===== src/rtl/mem_arb_pkg.sv =====
`default_nettype none
// ============================================================================
// Module      : mem_arb_pkg
// Description : Shared types and constants for the LC-3b two-port memory
//               arbiter (FSM states, grantee codes, bank selects).
// Revision    : 1.0 - initial release
// ============================================================================
package mem_arb_pkg;

    typedef enum logic [1:0] {
        ST_IDLE   = 2'd0,
        ST_ACCESS = 2'd1,
        ST_WAIT   = 2'd2,
        ST_RESP   = 2'd3
    } state_t;

    localparam logic GNT_IF = 1'b0;
    localparam logic GNT_D  = 1'b1;

    // Byte address bit 0 selects the bank (little-endian: even byte = low bank)
    localparam logic SEL_LO = 1'b0;
    localparam logic SEL_HI = 1'b1;

endpackage
`default_nettype wire


===== src/rtl/mem_arb_rr.sv =====
`default_nettype none
// ============================================================================
// Module      : mem_arb_rr
// Description : Two-way round-robin picker; ptr names the favoured requester
//               when both request at once.
// Revision    : 1.0 - initial release
// ============================================================================
module mem_arb_rr
    import mem_arb_pkg::*;
(
    input  logic if_req,
    input  logic d_req,
    input  logic ptr,
    output logic gnt_valid,
    output logic gnt
);

    always_comb begin
        gnt_valid = if_req | d_req;
        if (if_req && d_req) begin
            gnt = ptr;
        end else if (d_req) begin
            gnt = GNT_D;
        end else begin
            gnt = GNT_IF;
        end
    end

endmodule
`default_nettype wire


===== src/rtl/mem_arbiter.sv =====
`default_nettype none
// ============================================================================
// Module      : mem_arbiter
// Description : Round-robin fetch/data arbiter for the LC-3b hi/lo byte banks
//               with word/byte steering. Define MEM_ARB_STATS_EN to add
//               saturating grant/conflict counters.
// Revision    : 1.0 - initial release
// ============================================================================
module mem_arbiter
    import mem_arb_pkg::*;
#(
    parameter int ADDR_W   = 8,
    parameter int WAIT_CYC = 0
) (
    input  logic              clk,
    input  logic              reset,
    input  logic              if_req,
    input  logic [ADDR_W:0]   if_addr,
    output logic              if_ack,
    output logic [15:0]       if_rdata,
    input  logic              d_req,
    input  logic              d_we,
    input  logic              d_byte,
    input  logic [ADDR_W:0]   d_addr,
    input  logic [15:0]       d_wdata,
    output logic              d_ack,
    output logic              d_err,
    output logic [15:0]       d_rdata,
    output logic [ADDR_W-1:0] bank_addr,
    output logic [7:0]        hi_wdata,
    output logic [7:0]        lo_wdata,
    output logic              hi_write_n,
    output logic              lo_write_n,
    input  logic [7:0]        hi_rdata,
    input  logic [7:0]        lo_rdata
`ifdef MEM_ARB_STATS_EN
    ,
    output logic [15:0]       if_grants,
    output logic [15:0]       d_grants,
    output logic [15:0]       conflicts
`endif
);

    state_t      r_state;
    logic        r_ptr;
    logic        r_gnt;
    logic        r_we;
    logic        r_byte;
    logic        r_bsel;
    logic [2:0]  r_wcnt;
    logic [15:0] r_cap;

    logic            w_gnt_valid;
    logic            w_gnt;
    logic [ADDR_W:0] w_addr;
    logic            w_unaligned;
    logic            w_go_resp;
    logic [15:0]     w_rd;

    mem_arb_rr u_rr (
        .if_req    (if_req),
        .d_req     (d_req),
        .ptr       (r_ptr),
        .gnt_valid (w_gnt_valid),
        .gnt       (w_gnt)
    );

    always_comb begin
        w_addr      = (w_gnt == GNT_D) ? d_addr : if_addr;
        w_unaligned = (w_gnt == GNT_D) && !d_byte && d_addr[0];
        w_go_resp   = ((r_state == ST_ACCESS) && (WAIT_CYC == 0)) ||
                      ((r_state == ST_WAIT) && (r_wcnt == 3'd0));
        // Live bank data straight out of ACCESS, captured copy after WAIT
        w_rd        = (r_state == ST_ACCESS) ? {hi_rdata, lo_rdata} : r_cap;
    end

    always_ff @(posedge clk or posedge reset) begin
        if (reset) begin
            r_state    <= ST_IDLE;
            r_ptr      <= GNT_D;
            r_gnt      <= GNT_IF;
            r_we       <= 1'b0;
            r_byte     <= 1'b0;
            r_bsel     <= SEL_LO;
            r_wcnt     <= 3'd0;
            r_cap      <= 16'h0000;
            if_ack     <= 1'b0;
            if_rdata   <= 16'h0000;
            d_ack      <= 1'b0;
            d_err      <= 1'b0;
            d_rdata    <= 16'h0000;
            bank_addr  <= '0;
            hi_wdata   <= 8'h00;
            lo_wdata   <= 8'h00;
            hi_write_n <= 1'b1;
            lo_write_n <= 1'b1;
        end else begin
            case (r_state)
                ST_IDLE: begin
                    if (w_gnt_valid) begin
                        r_gnt  <= w_gnt;
                        r_we   <= (w_gnt == GNT_D) && d_we;
                        r_byte <= (w_gnt == GNT_D) && d_byte;
                        r_bsel <= w_addr[0];
                        if (w_unaligned) begin
                            d_ack   <= 1'b1;
                            d_err   <= 1'b1;
                            r_state <= ST_RESP;
                        end else begin
                            bank_addr <= w_addr[ADDR_W:1];
                            r_state   <= ST_ACCESS;
                            if ((w_gnt == GNT_D) && d_we) begin
                                if (d_byte) begin
                                    hi_wdata   <= d_wdata[7:0];
                                    lo_wdata   <= d_wdata[7:0];
                                    hi_write_n <= (d_addr[0] != SEL_HI);
                                    lo_write_n <= (d_addr[0] != SEL_LO);
                                end else begin
                                    hi_wdata   <= d_wdata[15:8];
                                    lo_wdata   <= d_wdata[7:0];
                                    hi_write_n <= 1'b0;
                                    lo_write_n <= 1'b0;
                                end
                            end
                        end
                    end
                end
                ST_ACCESS: begin
                    hi_write_n <= 1'b1;
                    lo_write_n <= 1'b1;
                    r_cap      <= {hi_rdata, lo_rdata};
                    if (WAIT_CYC > 0) begin
                        r_wcnt  <= 3'(WAIT_CYC - 1);
                        r_state <= ST_WAIT;
                    end
                end
                ST_WAIT: begin
                    if (r_wcnt != 3'd0) begin
                        r_wcnt <= r_wcnt - 3'd1;
                    end
                end
                ST_RESP: begin
                    if_ack  <= 1'b0;
                    d_ack   <= 1'b0;
                    d_err   <= 1'b0;
                    r_ptr   <= (r_gnt == GNT_D) ? GNT_IF : GNT_D;
                    r_state <= ST_IDLE;
                end
                default: r_state <= ST_IDLE;
            endcase

            if (w_go_resp) begin
                r_state <= ST_RESP;
                if (r_gnt == GNT_IF) begin
                    if_ack   <= 1'b1;
                    if_rdata <= w_rd;
                end else begin
                    d_ack <= 1'b1;
                    if (!r_we) begin
                        if (r_byte) begin
                            d_rdata <= {8'h00, (r_bsel == SEL_HI) ? w_rd[15:8] : w_rd[7:0]};
                        end else begin
                            d_rdata <= w_rd;
                        end
                    end
                end
            end
        end
    end

`ifdef MEM_ARB_STATS_EN
    always_ff @(posedge clk or posedge reset) begin
        if (reset) begin
            if_grants <= 16'h0000;
            d_grants  <= 16'h0000;
            conflicts <= 16'h0000;
        end else if (r_state == ST_IDLE) begin
            if (w_gnt_valid && (w_gnt == GNT_IF) && (if_grants != 16'hFFFF)) begin
                if_grants <= if_grants + 16'd1;
            end
            if (w_gnt_valid && (w_gnt == GNT_D) && (d_grants != 16'hFFFF)) begin
                d_grants <= d_grants + 16'd1;
            end
            if (if_req && d_req && (conflicts != 16'hFFFF)) begin
                conflicts <= conflicts + 16'd1;
            end
        end
    end
`endif

endmodule
`default_nettype wire


===== config.mk =====
export PLATFORM = sky130hd
export DESIGN_NAME = mem_arbiter
export DESIGN_NICKNAME = d
export VERILOG_FILES = /design/src/rtl/mem_arb_pkg.sv /design/src/rtl/mem_arb_rr.sv /design/src/rtl/mem_arbiter.sv
export SDC_FILE = /design/constraint.sdc
export NUM_CORES = 1
export LEC_CHECK = 0
export CORE_MARGIN = 3
export CORE_UTILIZATION = 50
export CTS_BUF_LIST = sky130_fd_sc_hd__clkbuf_8
export DETAILED_ROUTE_END_ITERATION = 6
export PLACE_DENSITY = 0.85
export SYNTH_ARGS = -nofsm -noshare
export SYNTH_HDL_FRONTEND = slang
export SYNTH_SLANG_ARGS = --single-unit

===== constraint.sdc =====
create_clock -name clk -period 7.4 [get_ports clk]
set_input_delay 1.85 -clock clk [delete_from_list [all_inputs] [get_ports clk]]
set_output_delay 1.85 -clock clk [all_outputs]
set_load 0.02 [all_outputs]

==> results of run 1 <==
-- final cells by class --
| class | instances | area share, % |
|---|---|---|
| inverter | 27 | 1.97 |
| clock inverter | 6 | 1.77 |
| tap | 99 | 2.37 |
| clock buffer | 10 | 2.64 |
| multi-input combinational | 202 | 27.0 |
| timing repair buffer | 118 | 22.5 |
| sequential | 87 | 41.8 |
-- flip-flops by register name (all words and copies together), names as in the netlist --
| register | count |
|---|---|
| r_state | 2 |
| r_ptr | 1 |
| hi_wdata | 8 |
| d_err | 1 |
| if_ack | 1 |
| r_wcnt | 3 |
| r_cap | 16 |
| d_ack | 1 |
| hi_write_n | 1 |
| lo_wdata | 8 |
| bank_addr | 8 |
| r_gnt | 1 |
| r_we | 1 |
| d_rdata | 16 |
| r_byte | 1 |
| lo_write_n | 1 |
| if_rdata | 16 |
| r_bsel | 1 |
-- power breakdown --
part / internal (mW) / leakage [nW] / switching (mW) / total [mW]
clock: 0.201 / 0.109 / 0.168 / 0.369
combinational: 0.506 / 1.17 / 0.612 / 1.12
sequential: 0.706 / 1.06 / 0.121 / 0.828
total: 1.41 / 2.35 / 0.901 / 2.31
-- cell families (layout without fill, tap and decap cells) --
| logic type | after synthesis | in the layout | synth area share, % |
|---|---|---|---|
| simple gates | 73 | 73 | 8.74 |
| xor+xnor | 1 | 1 | 0.232 |
| mux | 52 | 52 | 14.6 |
| fa+ha+maj | 8 | 8 | 2.65 |
| buf+inv | 44 | 161 | 5.10 |
| flops | 87 | 87 | 57.7 |
| compound gates | 68 | 68 | 11.0 |
-- critical path, delay by kind of cell --
family          cells  cell delay [ps]
mux                 1              380
buf+inv             1              870
compound gates      1              120
simple gates        2              610
-- path summary, 6_finish.rpt --
check / to / slack (ps) / cells after the start
max in group asynchronous: d_rdata[13] / 4560 / 3
min in group asynchronous: d_rdata[3] / 2170 / 3
worst min register to register: hi_wdata[3] / 480 / 2
worst max-delay path: bank_addr[3] / 3790 / 5
worst min-delay path: hi_wdata[3] / 480 / 2
worst max register to register: d_rdata[10] / 4930 / 6
-- stage by stage --
step / util [%] / hold WS (ps) / worst slack, ps / instance area [um2]
floorplan: - / 442 / 3300 / 3780
global placement: 68.4 / 460 / 3470 / 4990
finish: 71.6 / 478 / 3790 / 5220
CTS: 71.6 / 488 / 3790 / 5220
global route: 71.6 / 501 / 3650 / 5220
detailed placement: 68.4 / 469 / 3440 / 4990
-- cells in the final DEF, fill, tap and decap left out, drive strengths merged --
master	instances
a21oi	5
a22o	1
a22oi	1
a2bb2oi	2
a32o	1
and2	2
buf	2
bufinv	2
clkbuf	10
clkdlybuf4s50	116
clkinv	2
clkinvlp	2
dfrtp	84
dfstp	3
ha	8
inv	27
mux2	25
mux2i	27
nand2	56
nand2b	5
nand4	1
nand4b	1
nor2	5
nor3b	1
o21ai	49
o311ai	1
o31ai	8
or2	1
or3b	1
xnor2	1
-- routing by layer --
layer / wire length, um / track usage [%] / share of wire (%)
met5: 0 / 0 / 0
met3: 780 / 7.64 / 9.2
met1: 3490 / 25.1 / 41
met4: 48 / 5.37 / 0.57
met2: 4170 / 34.3 / 49
==> flow_metrics.env, run 1 <==
export IMPL_outcome="complete, no violations"
export IMPL_clock_latency_ps=350
export IMPL_via_per_inst=5.10
export IMPL_ant_nets=0
export IMPL_grt_max_degree=88
export IMPL_drtIter0Drc=111
export IMPL_synth_flop_cell="dfrtp_1"
export IMPL_async_reset_ff_share_pct=100
export IMPL_hp_start="hi_wdata[3]"
export IMPL_grt_overflow=0
export IMPL_nets=509
export IMPL_finalNonFillerCells=549
export IMPL_post_route_period_util_pct=48.8
export IMPL_ys_top_cells_by_area="dfrtp_1, mux2_2, mux2i_1"
export IMPL_die_width_um=93.0
export IMPL_synth_edf_count=0
export IMPL_syn_inst=333
export IMPL_max_cap_violations=0
export IMPL_yosys_area_top_type="dfrtp_1"
export IMPL_syn_area_per_cell_um2=11.4
export IMPL_synth_top_area_share_pct=55.6
export IMPL_ff_latch_area_um2=2180
export IMPL_worstSetupPathType="input pin to register"
export IMPL_critical_path_startpoint="d_byte"
export IMPL_die_area_um2=8640
export IMPL_multi_input_area_um2=1410
export IMPL_max_stage_delay_ps=870
export IMPL_crit_path_end_kind="register"
export IMPL_cts_tree="yes"
export IMPL_cts_buffers=9
export IMPL_place_inst=533
export IMPL_final_setup_tns_ps=0
export IMPL_drc=0
export IMPL_vias=2800
export IMPL_yosysSeqAreaShare_pct=57.7
export IMPL_path_cells="clkdlybuf4s50_1 > nand2b_1 > a22oi_1 > nor2_2 > mux2_2"
export IMPL_cts_max_path_buffers=2
export IMPL_vdd_drop_max_v=0.000211
export IMPL_initial_utilization_pct=51.9
export IMPL_synthToLayoutAreaGrowth_pct=38.1
export IMPL_synth_nets=397
export IMPL_grt_first_pass_wirelength_um=13800
export IMPL_core_area_um2=7290
export IMPL_synth_most_common_cell="dfrtp_1"
export IMPL_drive_gt1_share_pct=12.7
export IMPL_antenna_cells=0
export IMPL_antenna_found_initial=0
export IMPL_clkSlewWorstSetupHoldPaths_ps=80
export IMPL_clock_sinks=87
export IMPL_arrival_ps=3840
export IMPL_hold_buffers=0
export IMPL_num_fill_cells=550
export IMPL_setup_viol=0
export IMPL_core_rowCount=31
export IMPL_cts_setup_buffers=0
export IMPL_htree_num_levels=3
export IMPL_fin_crit_ps=3610
export IMPL_ios=117
export IMPL_slowest_stage="clkdlybuf4s50_1"
export IMPL_synth_seq_cells=87
export IMPL_synth_cell_types=32
export IMPL_grt_usage_pct=20.5
export IMPL_rsz0062_at_grt="no"
export IMPL_leakage_nw=2.35
export IMPL_finClkSkew_ps=16.1
export IMPL_dieHeight_um=93.0
export IMPL_slew_headroom_pct=30.0
export IMPL_wirelength_um=8490
export IMPL_yosys_warnings=0
export IMPL_routedWlPerCell_um=15.5
export IMPL_worstPathRequired_ps=7630
export IMPL_fmax_mhz=277
export IMPL_worstMarginPinSlew_ps=1050
export IMPL_cp_max_fo=13
export IMPL_drt_pass1_iterations=4
export IMPL_hpwl_um=6090
export IMPL_cp_start_kind="input pin"
export IMPL_hold_viol_final=0
export IMPL_hp_class="register to register"
export IMPL_power_density_nw_per_um2=443
export IMPL_final_max_slew_viol_count=0
export IMPL_synth_common_cells="dfrtp_1, nand2_1, o21ai_0"
export IMPL_port_buffers=116
export IMPL_cts_resized=0
export IMPL_first_global_vias=2892
export IMPL_cts_root_buf="clkbuf_8"
export IMPL_synth_area_um2=3780
export IMPL_p_total_mw=2.31
export IMPL_place_congestion=0.803
export IMPL_r2r_start="r_state[1]"
Note: power is estimated with default switching activity, not from simulation.
==> run 2: changes to the inputs <==
CORE_UTILIZATION = 44   (was 50)
PLACE_DENSITY = 0.79   (was 0.85)
clock period = 3.3 ns   (was 7.4 ns; I/O delays follow)
==> run 2 against run 1 <==
Against the previous run:
- non-clock buffer count up 2
- power up 120%
- via count up 1.0%
- final area about the same
- flip-flop and latch count unchanged
- utilization down 8.8 points
- register-to-register slack worse by 3900 ps
- worst hold slack better by 5.8 ps
- global-route usage down 1.5 points
- sequential share of layout area about the same
- sequential power up 130%
- clock skew down 4.8 ps
- largest cell class unchanged
==> flow_metrics.env, run 2 (same netlist as run 1, synthesis figures left out) <==
export IMPL_max_cap_violations=0
export IMPL_post_route_period_util_pct=71.3
export IMPL_outcome="complete, no violations"
export IMPL_setup_viol=0
export IMPL_arrival_ps=1530
export IMPL_min_to="r_wcnt[0]"
export IMPL_clock_latency_ps=350
export IMPL_switchingPower_mw=2.01
export IMPL_max_stage_delay_ps=630
export IMPL_crit_path_end_kind="output pin"
export IMPL_slowest_stage="clkdlybuf4s50_1"
export IMPL_final_cell_area_um2=5220
export IMPL_leakage_nw=2.35
export IMPL_core_rowCount=33
export IMPL_hold_buffers=0
export IMPL_holdPathStages=1
export IMPL_crit_family="buffers and inverters"
export IMPL_fmax_mhz=425
export IMPL_fin_crit_ps=2350
export IMPL_hp_class="register to register"
export IMPL_vias=2829
export IMPL_core_area_um2=8300
export IMPL_port_buffers=116
export IMPL_synthToLayoutAreaGrowth_pct=38.0
export IMPL_p_int_mw=3.08
export IMPL_wirelength_um=8710
export IMPL_clkSlewWorstSetupHoldPaths_ps=80
export IMPL_ios=117
export IMPL_antenna_cells=0
export IMPL_drtIter0Drc=76
export IMPL_power_share_clock_pct=14.1
export IMPL_power_density_nw_per_um2=975
export IMPL_p_sw_share_pct=39.5
export IMPL_worstSetupPathType="register to output pin"
export IMPL_fin_hold_ws_ps=484
export IMPL_first_global_vias=3032
export IMPL_nets=511
export IMPL_path_cells="clkdlybuf4s50_1"
export IMPL_drc=0
export IMPL_ff_latch_area_um2=2180
export IMPL_routedWlPerCell_um=15.6
export IMPL_critical_path_startpoint="lo_write_n"
export IMPL_multi_input_area_um2=1410
export IMPL_r2r_start="r_wcnt[0]"
export IMPL_ant_nets=0
export IMPL_place_congestion=0.791
export IMPL_hpwl_um=6420
export IMPL_dieHeight_um=98.7
export IMPL_rsz0062_at_grt="no"
export IMPL_rrSetupSlack_ps=1070
export IMPL_drt_pass1_iterations=4
export IMPL_mostFrequentLayoutCells="clkdlybuf4s50_1, dfrtp_1, nand2_1"
export IMPL_grt_first_pass_wirelength_um=14800
export IMPL_initial_utilization_pct=45.6
export IMPL_reg2reg_to="d_rdata[6]"
export IMPL_p_total_mw=5.09
export IMPL_grt_usage_pct=19.1
export IMPL_cts_setup_buffers=0
export IMPL_final_setup_tns_ps=0
export IMPL_cts_buffers=9
export IMPL_cts_tree="yes"
export IMPL_htree_num_levels=3
export IMPL_r2r_cells=6
export IMPL_finClkSkew_ps=11.3
export IMPL_mostFrequentLayoutCell="clkdlybuf4s50_1"
export IMPL_cp_max_fo=2
export IMPL_clock_sinks=87
export IMPL_cts_resized=0
export IMPL_cts_root_buf="clkbuf_8"
export IMPL_placed_area_um2=5030
export IMPL_vdd_drop_max_v=0.000423
export IMPL_hold_viol_final=0
export IMPL_die_width_um=98.7
export IMPL_die_area_um2=9740
export IMPL_hp_start="r_wcnt[0]"
export IMPL_pwr_share_comb_pct=49.1
export IMPL_cts_max_path_buffers=2
export IMPL_grt_overflow=0
export IMPL_slew_headroom_pct=31.6
export IMPL_antenna_found_initial=0
export IMPL_grt_max_degree=50
export IMPL_cp_start_kind="register"
export IMPL_via_per_inst=5.08
export IMPL_worstPathRequired_ps=2470
export IMPL_power_frac_seq_pct=36.7
export IMPL_reg_top3="d_rdata (16), if_rdata (16), r_cap (16)"
export IMPL_num_fill_cells=679
export IMPL_drive_gt1_share_pct=12.6
export IMPL_final_max_slew_viol_count=0
export IMPL_path_buf_inv=1
export IMPL_worstMarginPinSlew_ps=1030
==> run 2: worst reg2reg max path, cell delays in order (launching register included) <==
cell,delay [ps]
dfrtp_1,370
inv_1,50
ha_1,190
ha_1,200
a21oi_2,200
or3b_1,820
o21ai_0,240
==> run 2: power by group through the flow <==
stage | Clock [mW] | Combinational (mW) | Sequential [mW]
after floorplan | 0 | 1.08 | 2.25
after global placement | 0 | 2.47 | 1.86
after detailed placement | 0 | 2.53 | 1.89
after CTS | 0.733 | 2.54 | 1.87
after global routing | 0.786 | 2.75 | 1.94
final | 0.718 | 2.50 | 1.87
==> run 2: layout make-up <==
cell class	instances	area share [%]
clock buffers	9	2.37
clock inverters	7	1.27
multi-input cells	202	27.0
flip-flops and latches	87	41.8
repair buffers	120	23.1
inverters	27	1.97
well taps	105	2.52
==> run 2: worst max path at each step <==
stage / endpoint / slack [ps] / cells after the start
floorplan: bank_addr[0] / 230 / 1
global placement: bank_addr[1] / 830 / 5
detailed placement: bank_addr[4] / 710 / 5
CTS: lo_write_n / 930 / 1
global route: d_rdata[6] / 780 / 6
finish: lo_write_n / 950 / 1
==> run 2: per-stage QoR <==
step / util [%] / setup WS (ps) / cells
6_report: 62.9 / 948 / 557
5_1_grt: 62.9 / 776 / 557
4_1_cts: 62.9 / 934 / 557
3_5_place_dp: 60.6 / 709 / 541
3_3_place_gp: 60.6 / 828 / 541
2_1_floorplan: - / 230 / 333
==> run 2: metal layers <==
metal  part of all wire, %  wire [um]  vias up  global-route usage [%]
li1                      -          -     1345                       -
met1                    44       3830     1360                    24.7
met2                    47       4080      114                    30.7
met3                   7.8        679       10                    5.59
met4                   1.5        129        0                    6.62
met5                     0          0        -                       0
==> run 3: changes to the inputs <==
clock period = 2.1 ns   (was 3.3 ns; I/O delays follow)
==> run 3 against run 2 <==
Against the previous run:
- first-iteration DRC count fell by 9.2%
- sequential share of layout area down 1.5 points
- die area unchanged
- register-to-register slack lost 880 ps
- critical path depth rose by 5
- count of clock-buffer cells in the layout unchanged
- worst hold slack got worse by 21 ps
- clock skew about the same
- wire length fell by 2.7%
- combinational power grew 68%
==> flow_metrics.env, run 3 (same netlist as run 1, synthesis figures left out) <==
export IMPL_max_cap_violations=0
export IMPL_die_area_um2=9740
export IMPL_core_area_um2=8300
export IMPL_die_width_um=98.7
export IMPL_r2r_cells=6
export IMPL_power_share_clock_pct=13.1
export IMPL_drive_gt1_share_pct=16.8
export IMPL_synthToLayoutAreaGrowth_pct=43.2
export IMPL_crit_end="d_rdata[11]"
export IMPL_final_max_slew_viol_count=0
export IMPL_drtIter0Drc=69
export IMPL_max_stage_delay_ps=450
export IMPL_cts_buffers=9
export IMPL_reg2reg_to="d_rdata[11]"
export IMPL_switchingPower_mw=3.23
export IMPL_slowest_stage="dfrtp_1"
export IMPL_reg_top3="d_rdata (16), if_rdata (16), r_cap (16)"
export IMPL_first_global_vias=2908
export IMPL_drt_pass1_iterations=4
export IMPL_num_fill_cells=675
export IMPL_finClkSkew_ps=11.6
export IMPL_core_rowCount=33
export IMPL_setup_viol=0
export IMPL_grt_max_degree=34
export IMPL_hp_class="input pin to async pin"
export IMPL_mostFrequentLayoutCell="clkdlybuf4s50_1"
export IMPL_pwr_share_comb_pct=51.4
export IMPL_mostFrequentLayoutCells="clkdlybuf4s50_1, dfrtp_1, nand2_1"
export IMPL_p_total_mw=8.15
export IMPL_p_sw_share_pct=39.6
export IMPL_ant_nets=0
export IMPL_vias=2801
export IMPL_grt_overflow=0
export IMPL_worstSetupPathType="register to register"
export IMPL_routedWlPerCell_um=14.8
export IMPL_slew_headroom_pct=69.5
export IMPL_clock_sinks=87
export IMPL_rsz0062_at_grt="no"
export IMPL_wirelength_um=8480
export IMPL_met3_length_um=858
export IMPL_dr_wl_met2_um=3790
export IMPL_grt_usage_pct=18.2
export IMPL_vdd_drop_max_v=0.000638
export IMPL_port_buffers=116
export IMPL_grt_first_pass_wirelength_um=14200
export IMPL_cp_max_fo=32
export IMPL_hold_viol_final=0
export IMPL_fmax_mhz=523
export IMPL_leakage_nw=2.44
export IMPL_met1_length_um=3750
export IMPL_outcome="complete, no violations"
export IMPL_hpwl_um=6320
export IMPL_clkSlewWorstSetupHoldPaths_ps=90
export IMPL_dieHeight_um=98.7
export IMPL_path_cells="inv_1 > ha_2 > a21oi_2 > or3b_1 > buf_4 > o31ai_1"
export IMPL_nets=528
export IMPL_drc=0
export IMPL_cts_max_path_buffers=2
export IMPL_clock_latency_ps=350
export IMPL_power_frac_seq_pct=35.5
export IMPL_crit_path_end_kind="register"
export IMPL_cts_root_buf="clkbuf_8"
export IMPL_p_int_mw=4.92
export IMPL_antenna_cells=0
export IMPL_fin_crit_ps=1910
export IMPL_arrival_ps=2170
export IMPL_top_layer="met4"
export IMPL_antenna_found_initial=0
export IMPL_cp_start_kind="register"
export IMPL_final_setup_tns_ps=0
export IMPL_ios=117
export IMPL_initial_utilization_pct=45.6
export IMPL_power_density_nw_per_um2=1510
export IMPL_cts_setup_buffers=0
export IMPL_post_route_period_util_pct=91.0
export IMPL_cts_tree="yes"
export IMPL_critical_path_startpoint="r_state[1]"
export IMPL_worstMarginPinSlew_ps=457
export IMPL_htree_num_levels=3
export IMPL_worstPathRequired_ps=2360
export IMPL_rrSetupSlack_ps=190
export IMPL_via_per_inst=4.88
export IMPL_place_congestion=0.766
export IMPL_r2r_start="r_state[1]"
export IMPL_fin_hold_ws_ps=464
==> run 3: cell types whose count changed in the layout (fill, tap and decap cells not counted), moves of 2 or more <==
| cell | delta |
|---|---|
| buf_4 | +12 |
| buf_12 | +5 |
| clkdlybuf4s50_1 | -2 |
| clkinv_4 | +2 |
| dlymetal6s2s_1 | +2 |
| inv_1 | -2 |
| inv_6 | +2 |
==> run 3: cell type report <==
type / count / area (um2) / area share (%)
clock buffers: 9 / 124 / 2.29
clock inverters: 7 / 56.3 / 1.04
inverters: 27 / 105 / 1.94
multi-input cells: 202 / 1420 / 26.2
flip-flops and latches: 87 / 2180 / 40.3
well taps: 105 / 131 / 2.43
repair buffers: 137 / 1400 / 25.8
==> run 3: power by group through the flow <==
stage | Sequential (mW) | Combinational [mW] | Clock (mW)
2_1_floorplan | 3.54 | 1.70 | 0
5_1_grt | 2.99 | 4.60 | 1.17
4_1_cts | 2.90 | 4.23 | 1.10
3_3_place_gp | 2.89 | 4.11 | 0
6_report | 2.89 | 4.19 | 1.07
3_5_place_dp | 2.92 | 4.22 | 0
==> run 3: worst max-delay path, delay by kind of cell, from the launching register on <==
family                   cells  cell delay [ps]
AO/OA/AOI/OAI                2              340
AND/OR/NAND/NOR              1              350
adder cells (fa/ha/maj)      1              280
flip-flops                   1              450
buffers and inverters        2              390
==> run 3: metal layers <==
metal	vias up	global-route usage [%]
met5	-	0
met3	8	7.78
li1	1377	-
met1	1303	24.0
met2	113	28.1
met4	0	4.41
==> run 3: worst min-delay path by stage <==
stage	slack, ps	to	cells after the start	start
2_1_floorplan	440	r_ptr	1	r_gnt
3_3_place_gp	460	if_rdata[8]	2	if_rdata[8]
3_5_place_dp	470	hi_wdata[1]	2	hi_wdata[1]
4_1_cts	460	if_rdata[12]	2	reset
5_1_grt	450	if_rdata[13]	2	reset
6_report	460	if_rdata[13]	2	reset
==> run 3: through the flow <==
step	instances	area, um2	worst slack [ps]	util [%]
detailed placement	558	5220	57.5	62.9
finish	574	5420	189	65.2
global route	574	5420	44.1	65.2
CTS	574	5400	41.1	65.1
floorplan	333	3780	338	-
global placement	558	5220	95.2	62.9
==> run 3: timing repair <==
item                                    4_1_cts  5_1_grt
hold buffers                                  0        0
resized for setup                             0        5
endpoints found under the setup margin        0        6
